## src/rtl/bullcow_pkg.sv

```systemverilog
// Shared types and helpers for the Bulls-and-Cows match engine.
package bullcow_pkg;

    typedef enum logic [2:0] {
        SETUP1   = 3'd0,
        SETUP2   = 3'd1,
        GUESS    = 3'd2,
        SCORE    = 3'd3,
        END_GAME = 3'd7
    } phase_t;

    localparam logic [1:0] WIN_NONE = 2'b00;
    localparam logic [1:0] WIN_J1   = 2'b01;
    localparam logic [1:0] WIN_J2   = 2'b10;
    localparam logic [1:0] WIN_DRAW = 2'b11;

    // Widest code the validity helper accepts (8 digits of 8 bits).
    localparam int CODE_MAX_W = 64;

    // True when every digit is below base and no two digits repeat.
    function automatic logic code_valid(input logic [CODE_MAX_W-1:0] code,
                                        input int ndig, input int dw,
                                        input int base);
        logic                  ok;
        logic [CODE_MAX_W-1:0] mask;
        logic [CODE_MAX_W-1:0] di;
        logic [CODE_MAX_W-1:0] dj;
        ok   = 1'b1;
        mask = (CODE_MAX_W'(1) << dw) - CODE_MAX_W'(1);
        for (int i = 0; i < ndig; i++) begin
            di = (code >> (i * dw)) & mask;
            if (di >= CODE_MAX_W'(base)) ok = 1'b0;
            for (int j = i + 1; j < ndig; j++) begin
                dj = (code >> (j * dw)) & mask;
                if (di == dj) ok = 1'b0;
            end
        end
        return ok;
    endfunction

endpackage

```

## src/rtl/bullcow_match_if.sv

```systemverilog
// Button/code inputs and status outputs of the match engine.
interface bullcow_match_if #(
    parameter int NDIG      = 4,
    parameter int DW        = 4,
    parameter int PTS_W     = 8,
    parameter int MAX_TRIES = 10
);
    import bullcow_pkg::*;

    localparam int CW = $clog2(NDIG + 1);
    localparam int TW = $clog2(MAX_TRIES + 2);

    logic                 enter;
    logic [NDIG*DW-1:0]   code_in;
    phase_t               phase;
    logic                 turn;
    logic [CW-1:0]        bulls;
    logic [CW-1:0]        cows;
    logic                 result_valid;
    logic                 input_err;
    logic [TW-1:0]        tries;
    logic [1:0]           winner;
    logic [2*PTS_W-1:0]   points;

    modport master (
        output enter, code_in,
        input  phase, turn, bulls, cows, result_valid, input_err, tries, winner, points
    );

    modport slave (
        input  enter, code_in,
        output phase, turn, bulls, cows, result_valid, input_err, tries, winner, points
    );

endinterface

```

## src/rtl/bullcow_scorer.sv

```systemverilog
// Combinational bulls/cows count of a guess against a secret.
module bullcow_scorer #(
    parameter int NDIG = 4,
    parameter int DW   = 4
) (
    input  logic [NDIG*DW-1:0]          guess,
    input  logic [NDIG*DW-1:0]          secret,
    output logic [$clog2(NDIG+1)-1:0]   bulls,
    output logic [$clog2(NDIG+1)-1:0]   cows
);
    localparam int CW = $clog2(NDIG + 1);

    // Every digit pair: same position is a bull, different position a cow.
    always_comb begin
        bulls = '0;
        cows  = '0;
        for (int i = 0; i < NDIG; i++) begin
            for (int j = 0; j < NDIG; j++) begin
                if (guess[i*DW +: DW] == secret[j*DW +: DW]) begin
                    if (i == j) bulls = bulls + CW'(1);
                    else        cows  = cows + CW'(1);
                end
            end
        end
    end

endmodule

```

## src/rtl/bullcow_match.sv

```systemverilog
// Two-player Bulls-and-Cows match engine: secret entry, alternating
// guesses, attempt limit with draw, and saturating win counters.
module bullcow_match
    import bullcow_pkg::*;
#(
    parameter int NDIG      = 4,
    parameter int DW        = 4,
    parameter int BASE      = 10,
    parameter int PTS_W     = 8,
    parameter int MAX_TRIES = 10
) (
    input  logic           clock,
    input  logic           reset,
    bullcow_match_if.slave bus
);
    localparam int CW     = $clog2(NDIG + 1);
    localparam int TW     = $clog2(MAX_TRIES + 2);
    localparam int CODE_W = NDIG * DW;

    localparam logic [CW-1:0]    FULL_BULLS = CW'(NDIG);
    localparam logic [TW-1:0]    TRY_LIM    = TW'(MAX_TRIES);
    localparam logic [TW-1:0]    TRY_SAT    = '1;
    localparam logic [PTS_W-1:0] PTS_SAT    = '1;

    phase_t              state_q, state_d;
    logic                enter_q, enter_d;
    logic                turn_q, turn_d;
    logic                starter_q, starter_d;
    logic [CODE_W-1:0]   secret1_q, secret1_d;
    logic [CODE_W-1:0]   secret2_q, secret2_d;
    logic [CODE_W-1:0]   guess_q, guess_d;
    logic [CW-1:0]       bulls_q, bulls_d;
    logic [CW-1:0]       cows_q, cows_d;
    logic                rv_q, rv_d;
    logic                err_q, err_d;
    logic [TW-1:0]       tries1_q, tries1_d;
    logic [TW-1:0]       tries2_q, tries2_d;
    logic [1:0]          winner_q, winner_d;
    logic [PTS_W-1:0]    pts1_q, pts1_d;
    logic [PTS_W-1:0]    pts2_q, pts2_d;

    logic                ev;
    logic                entry_ok;
    logic [CW-1:0]       sc_bulls;
    logic [CW-1:0]       sc_cows;

    assign ev       = bus.enter & ~enter_q;
    assign entry_ok = code_valid(CODE_MAX_W'(bus.code_in), NDIG, DW, BASE);

    // The guesser is always scored against the opponent's secret.
    bullcow_scorer #(.NDIG(NDIG), .DW(DW)) u_scorer (
        .guess  (guess_q),
        .secret (turn_q ? secret1_q : secret2_q),
        .bulls  (sc_bulls),
        .cows   (sc_cows)
    );

    // Next-state and next-output logic for the match sequence.
    always_comb begin
        state_d   = state_q;
        enter_d   = bus.enter;
        turn_d    = turn_q;
        starter_d = starter_q;
        secret1_d = secret1_q;
        secret2_d = secret2_q;
        guess_d   = guess_q;
        bulls_d   = bulls_q;
        cows_d    = cows_q;
        rv_d      = 1'b0;
        err_d     = 1'b0;
        tries1_d  = tries1_q;
        tries2_d  = tries2_q;
        winner_d  = winner_q;
        pts1_d    = pts1_q;
        pts2_d    = pts2_q;

        case (state_q)
            SETUP1: begin
                if (ev) begin
                    if (entry_ok) begin
                        secret1_d = bus.code_in;
                        turn_d    = 1'b1;
                        state_d   = SETUP2;
                    end else begin
                        err_d = 1'b1;
                    end
                end
            end
            SETUP2: begin
                if (ev) begin
                    if (entry_ok) begin
                        secret2_d = bus.code_in;
                        turn_d    = starter_q;
                        state_d   = GUESS;
                    end else begin
                        err_d = 1'b1;
                    end
                end
            end
            GUESS: begin
                if (ev) begin
                    if (entry_ok) begin
                        guess_d = bus.code_in;
                        state_d = SCORE;
                    end else begin
                        err_d = 1'b1;
                    end
                end
            end
            SCORE: begin
                bulls_d = sc_bulls;
                cows_d  = sc_cows;
                rv_d    = 1'b1;
                if (turn_q) begin
                    if (tries2_q != TRY_SAT) tries2_d = tries2_q + TW'(1);
                end else begin
                    if (tries1_q != TRY_SAT) tries1_d = tries1_q + TW'(1);
                end
                if (sc_bulls == FULL_BULLS) begin
                    state_d = END_GAME;
                    if (turn_q) begin
                        winner_d = WIN_J2;
                        if (pts2_q != PTS_SAT) pts2_d = pts2_q + PTS_W'(1);
                    end else begin
                        winner_d = WIN_J1;
                        if (pts1_q != PTS_SAT) pts1_d = pts1_q + PTS_W'(1);
                    end
                end else if ((MAX_TRIES != 0) && (tries1_d == TRY_LIM) &&
                             (tries2_d == TRY_LIM)) begin
                    winner_d = WIN_DRAW;
                    state_d  = END_GAME;
                end else begin
                    turn_d  = ~turn_q;
                    state_d = GUESS;
                end
            end
            END_GAME: begin
                // code_in is ignored here; any press starts the next round.
                if (ev) begin
                    starter_d = ~starter_q;
                    secret1_d = '0;
                    secret2_d = '0;
                    tries1_d  = '0;
                    tries2_d  = '0;
                    winner_d  = WIN_NONE;
                    turn_d    = 1'b0;
                    state_d   = SETUP1;
                end
            end
            default: begin
                state_d = SETUP1;
            end
        endcase
    end

    // State and datapath registers with synchronous reset.
    always_ff @(posedge clock) begin
        if (reset) begin
            state_q   <= SETUP1;
            enter_q   <= 1'b0;
            turn_q    <= 1'b0;
            starter_q <= 1'b0;
            secret1_q <= '0;
            secret2_q <= '0;
            guess_q   <= '0;
            bulls_q   <= '0;
            cows_q    <= '0;
            rv_q      <= 1'b0;
            err_q     <= 1'b0;
            tries1_q  <= '0;
            tries2_q  <= '0;
            winner_q  <= WIN_NONE;
            pts1_q    <= '0;
            pts2_q    <= '0;
        end else begin
            state_q   <= state_d;
            enter_q   <= enter_d;
            turn_q    <= turn_d;
            starter_q <= starter_d;
            secret1_q <= secret1_d;
            secret2_q <= secret2_d;
            guess_q   <= guess_d;
            bulls_q   <= bulls_d;
            cows_q    <= cows_d;
            rv_q      <= rv_d;
            err_q     <= err_d;
            tries1_q  <= tries1_d;
            tries2_q  <= tries2_d;
            winner_q  <= winner_d;
            pts1_q    <= pts1_d;
            pts2_q    <= pts2_d;
        end
    end

    assign bus.phase        = state_q;
    assign bus.turn         = turn_q;
    assign bus.bulls        = bulls_q;
    assign bus.cows         = cows_q;
    assign bus.result_valid = rv_q;
    assign bus.input_err    = err_q;
    assign bus.tries        = turn_q ? tries2_q : tries1_q;
    assign bus.winner       = winner_q;
    assign bus.points       = {pts2_q, pts1_q};

endmodule

```

## src/flat_wrapper.sv

```systemverilog
// flat-port wrapper written by rule: the top's interface ports become plain ports
module bullcow_match_flat import bullcow_pkg::*;
#(
    parameter int NDIG      = 4,
    parameter int DW        = 4,
    parameter int BASE      = 10,
    parameter int PTS_W     = 8,
    parameter int MAX_TRIES = 10
)
  (clock, reset, bus_enter, bus_code_in, bus_phase, bus_turn, bus_bulls, bus_cows, bus_result_valid, bus_input_err, bus_tries, bus_winner, bus_points);
  bullcow_match_if #(.NDIG(NDIG), .DW(DW), .PTS_W(PTS_W), .MAX_TRIES(MAX_TRIES)) bus_i ();
  input  logic clock;
  input  logic reset;
  input wire logic [$bits(bus_i.enter)-1:0] bus_enter;
  input wire logic [$bits(bus_i.code_in)-1:0] bus_code_in;
  output wire logic [$bits(bus_i.phase)-1:0] bus_phase;
  output wire logic [$bits(bus_i.turn)-1:0] bus_turn;
  output wire logic [$bits(bus_i.bulls)-1:0] bus_bulls;
  output wire logic [$bits(bus_i.cows)-1:0] bus_cows;
  output wire logic [$bits(bus_i.result_valid)-1:0] bus_result_valid;
  output wire logic [$bits(bus_i.input_err)-1:0] bus_input_err;
  output wire logic [$bits(bus_i.tries)-1:0] bus_tries;
  output wire logic [$bits(bus_i.winner)-1:0] bus_winner;
  output wire logic [$bits(bus_i.points)-1:0] bus_points;
  assign bus_i.enter = bus_enter;
  assign bus_i.code_in = bus_code_in;
  assign bus_phase = bus_i.phase;
  assign bus_turn = bus_i.turn;
  assign bus_bulls = bus_i.bulls;
  assign bus_cows = bus_i.cows;
  assign bus_result_valid = bus_i.result_valid;
  assign bus_input_err = bus_i.input_err;
  assign bus_tries = bus_i.tries;
  assign bus_winner = bus_i.winner;
  assign bus_points = bus_i.points;
  bullcow_match #(.NDIG(NDIG), .DW(DW), .BASE(BASE), .PTS_W(PTS_W), .MAX_TRIES(MAX_TRIES)) u_core (.clock(clock), .reset(reset), .bus(bus_i));
endmodule
```

## config.mk

```make
export PLATFORM = sky130hd
export DESIGN_NAME = bullcow_match_flat
export DESIGN_NICKNAME = d
export VERILOG_FILES = /design/src/rtl/bullcow_pkg.sv /design/src/rtl/bullcow_match_if.sv /design/src/rtl/bullcow_scorer.sv /design/src/rtl/bullcow_match.sv /design/src/flat_wrapper.sv
export SDC_FILE = /design/constraint.sdc
export NUM_CORES = 1
export LEC_CHECK = 0
export CELL_PAD_IN_SITES_DETAIL_PLACEMENT = 0
export CELL_PAD_IN_SITES_GLOBAL_PLACEMENT = 1
export CORE_MARGIN = 2
export CORE_UTILIZATION = 41
export DETAILED_ROUTE_END_ITERATION = 6
export PLACE_DENSITY = 0.87
export RECOVER_POWER = 100
export SLEW_MARGIN = 20
export SYNTH_ARGS = -nofsm -noshare
export SYNTH_HDL_FRONTEND = slang
export SYNTH_HIERARCHICAL = 1
export SYNTH_SLANG_ARGS = --single-unit
```

## constraint.sdc

```tcl
create_clock -name clock -period 7 [get_ports clock]
set_clock_uncertainty 0.1 [all_clocks]
set_input_delay 1.4 -clock clock [delete_from_list [all_inputs] [get_ports clock]]
set_output_delay 1.4 -clock clock [all_outputs]
set_load 0.02 [all_outputs]
```

==> run summary <==
Outcome: complete, no violations
Slew margin rel.: 23.92%
IO Port Bufs: 52
# fillers: 1256
I/O pins: 53
FMAX: 143.0 MHz
Slowest cell on crit path: dfxtp_4
Final HPWL DP: 10980 µm
Syn_nets: 685
CTS tree: yes
Cell variety after synth: 60
Placeable Area: 13930 µm²
Met2 usage: 36.06%
Critical path class: flip-flop to flip-flop
Starting density of the core: 42.20%
Worst Setup SP: u_core/bus.turn
Commonest cells after routing, fill and taps aside: 87 x dfxtp_1, 78 x xor2_1, 57 x nand2_1
Gr ovfl total: 0
Largest stage delay, worst path: 370 ps
RR Startpoint: u_core/bus.turn
Pre-CTS WS: -179.5 ps
Synth-to-layout area growth: 22.11%
Vias in the first global route: 4932
Synth Area in XOR/XNOR: 18.79%
Met3 usage: 3.938%
Pin count of the biggest net entering global routing: 93
Busiest grt layer: met2
Setup-failing EPs final: 0
Critical-path maximum fanout: 7
Vias per Instance: 5.599
YS warnings: 6
Gr usage total: 20.90%
H-tree level count: 3
Post-synthesis mux area share: 15.30%
Final min period: 6991 ps
Routed wire length: 16170 µm
Final Cycle Share: 99.88%
Drc violations: 0
Storage element area: 1765 µm²
Critical Path End Type: flip-flop
Compound-Gate Fraction of Synth Area: 5.936%
Met1 usage: 25.17%
Worst setup SP type: flip-flop
Mapped cell area: 5881 µm²
CTS clk-pin slew, worst paths: 70 ps
Final setup TNS: 0 ps
Buf/Inv on CP: 4
Sequential share of the synthesized area: 29.96%
Via count: 4944
Global-route wire length before repair: 24700 µm
Synth Area in Adders: 3.830%
Hold Fails Final Rpt: 0
DR iter-0 viols: 290
Die X: 123.8 µm
Die area: 15320 µm²
Synth top area share: 29.96%
Power per cell area: 186.5 nW/µm²
Leak: 0.003026 µW
Max_cap viols: 0
Final Util: 51.53%
Diode count: 0
Async SR Flop Fraction: 0%
Multi-input logic area: 4164 µm²
Top cell type by total area after synthesis: dfxtp_1
Sink Count: 88
Final max-slew violation count: 0
Hold_sp: u_core/bus.cows[2]
Nets: 735
Cells after Synth: 648
DRT Pass-1 Iters: 5
Number of routed nets with antenna violations: 0
Hold Path Class: flip-flop to flip-flop
Worst Path Required: 7170 ps
Most common cell after layout, fill and taps aside: dfxtp_1
Avg Cell Area, Syn: 9.075 µm²
Routability Congestion: 0.9353
WL/cell: 18.31 µm
Ranking of synthesized cells by area: dfxtp_1 30%, xor2_1 12%, mux2i_1 9.4%
Hold_buf cts: 0
Most used cell, CP: ha_1
# rows: 43
Most common flop cell mapped by yosys: dfxtp_1
Post-synth EDFFs: 0
Die height: 123.8 µm
Worst VDD drop: 0.00009143 V
Root buf cell: clkbuf_16
Largest family of logic cells by synthesized area: simple AND/OR/NAND/NOR gates
Yosys reg bits: 88
Top delay family on crit path: adder cells
WP data arrival: 7170 ps
Num CTS Buffers: 9
RSZ-0062 raised after global routing: true
Measured slew at the worst slew-check pin: 1131 ps
Simple-Gate Fraction of Synth Area: 22.60%
Longest Clk Path Bufs: 2
Share of layout cells above drive strength 1: 16.64%
Setup ws final: 8.632 ps
Initial antenna violation count: 0
Skew-Pair Late Insertion Delay: 350 ps
## cells by family after synthesis
| group | count (synthesis) |
|---|---|
| buffers and inverters | 46 |
| flip-flops | 88 |
| adder cells (fa/ha/maj) | 18 |
| AND/OR/NAND/NOR | 234 |
| AO/OA/AOI/OAI | 57 |
| multiplexers | 86 |
| XOR/XNOR | 119 |
## timing repair
| action | CTS | global route |
|---|---|---|
| pin swaps | 2 | 24 |
| setup buffers | 4 | 12 |
| endpoints found under the setup margin | 2 | 2 |
| gates resized for setup | 9 | 41 |
## state kept, by name, indices dropped and copies added, names as in the netlist
| signal | flops |
|---|---|
| u_core/tries1_q | 4 |
| u_core/bus.bulls | 3 |
| u_core/bus.result_valid | 1 |
| u_core/enter_q | 1 |
| u_core/bus.phase | 3 |
| u_core/secret2_q | 16 |
| u_core/bus.turn | 1 |
| u_core/secret1_q | 16 |
| u_core/bus.cows | 3 |
| u_core/bus.input_err | 1 |
| u_core/starter_q | 1 |
| u_core/pts1_q | 8 |
| u_core/guess_q | 16 |
| u_core/bus.winner | 2 |
| u_core/pts2_q | 8 |
| u_core/tries2_q | 4 |
## report_power, final
part / switching, µW / total, µW / internal [µW]
Clock: 204 / 453 / 250
Sequential: 4.52 / 509 / 505
Combinational: 187 / 377 / 190
Total: 395 / 1340 / 944
## cell type report
cell class	count	share of cell area, %
timing repair buffer	76	9.967
multi-input combinational	514	57.99
inverter	9	0.5053
sequential	88	24.59
tap	180	3.136
clock inverter	5	0.4356
clock buffer	11	3.380
## through the flow
stage                     instance area [µm²]  std cells  total power, µW  hold WS, ps
final                                    7181        883             1339        354.5
after global routing                     7181        883             1406        381.9
after CTS                                6850        871             1268        358.4
after detailed placement                 6505        851            805.7        349.5
after global placement                   6505        851            792.5        345.6
after floorplan                          5884        648            744.6        331.3
## cells in the mapped netlist, drive strengths merged (2+ instances only)
master   n
and3b    2
o21a     2
nand3b  16
and3     3
xor3     2
o21ai   17
nand4   10
nand2   60
buf     15
inv      9
a32o     2
and4     2
or3      2
xnor2   34
nor2b   12
or2      3
dfxtp   88
mux2    31
mux2i   55
nor3     6
nand3   11
o22a     2
o31ai    3
ha      18
nor3b    2
nand2b  26
a21oi   18
nor2    52
nor4    20
a22oi    2
and2     2
clkbuf  22
xor2    82
a31oi    4
## tightest hold or removal path, stage by stage, from the launching register on
cell and delay [ps]:
dfxtp_1 310, nand2_1 50, a21oi_1 50
## layer usage
metal  routed length [µm]  vias to the layer above
met5                    0                        -
met4                  344                        0
met3                  893                       29
met2                 8003                      152
met1                 6923                     2434
li1                     -                     2329
## final timing paths
kind	slack, ps	cells past startpoint	end
max	9	38	u_core/bus.cows[2]
min	350	2	u_core/bus.cows[2]
max reg2reg	9	38	u_core/bus.cows[2]
min reg2reg	350	2	u_core/bus.cows[2]
Note: power is estimated with default switching activity, not from simulation.
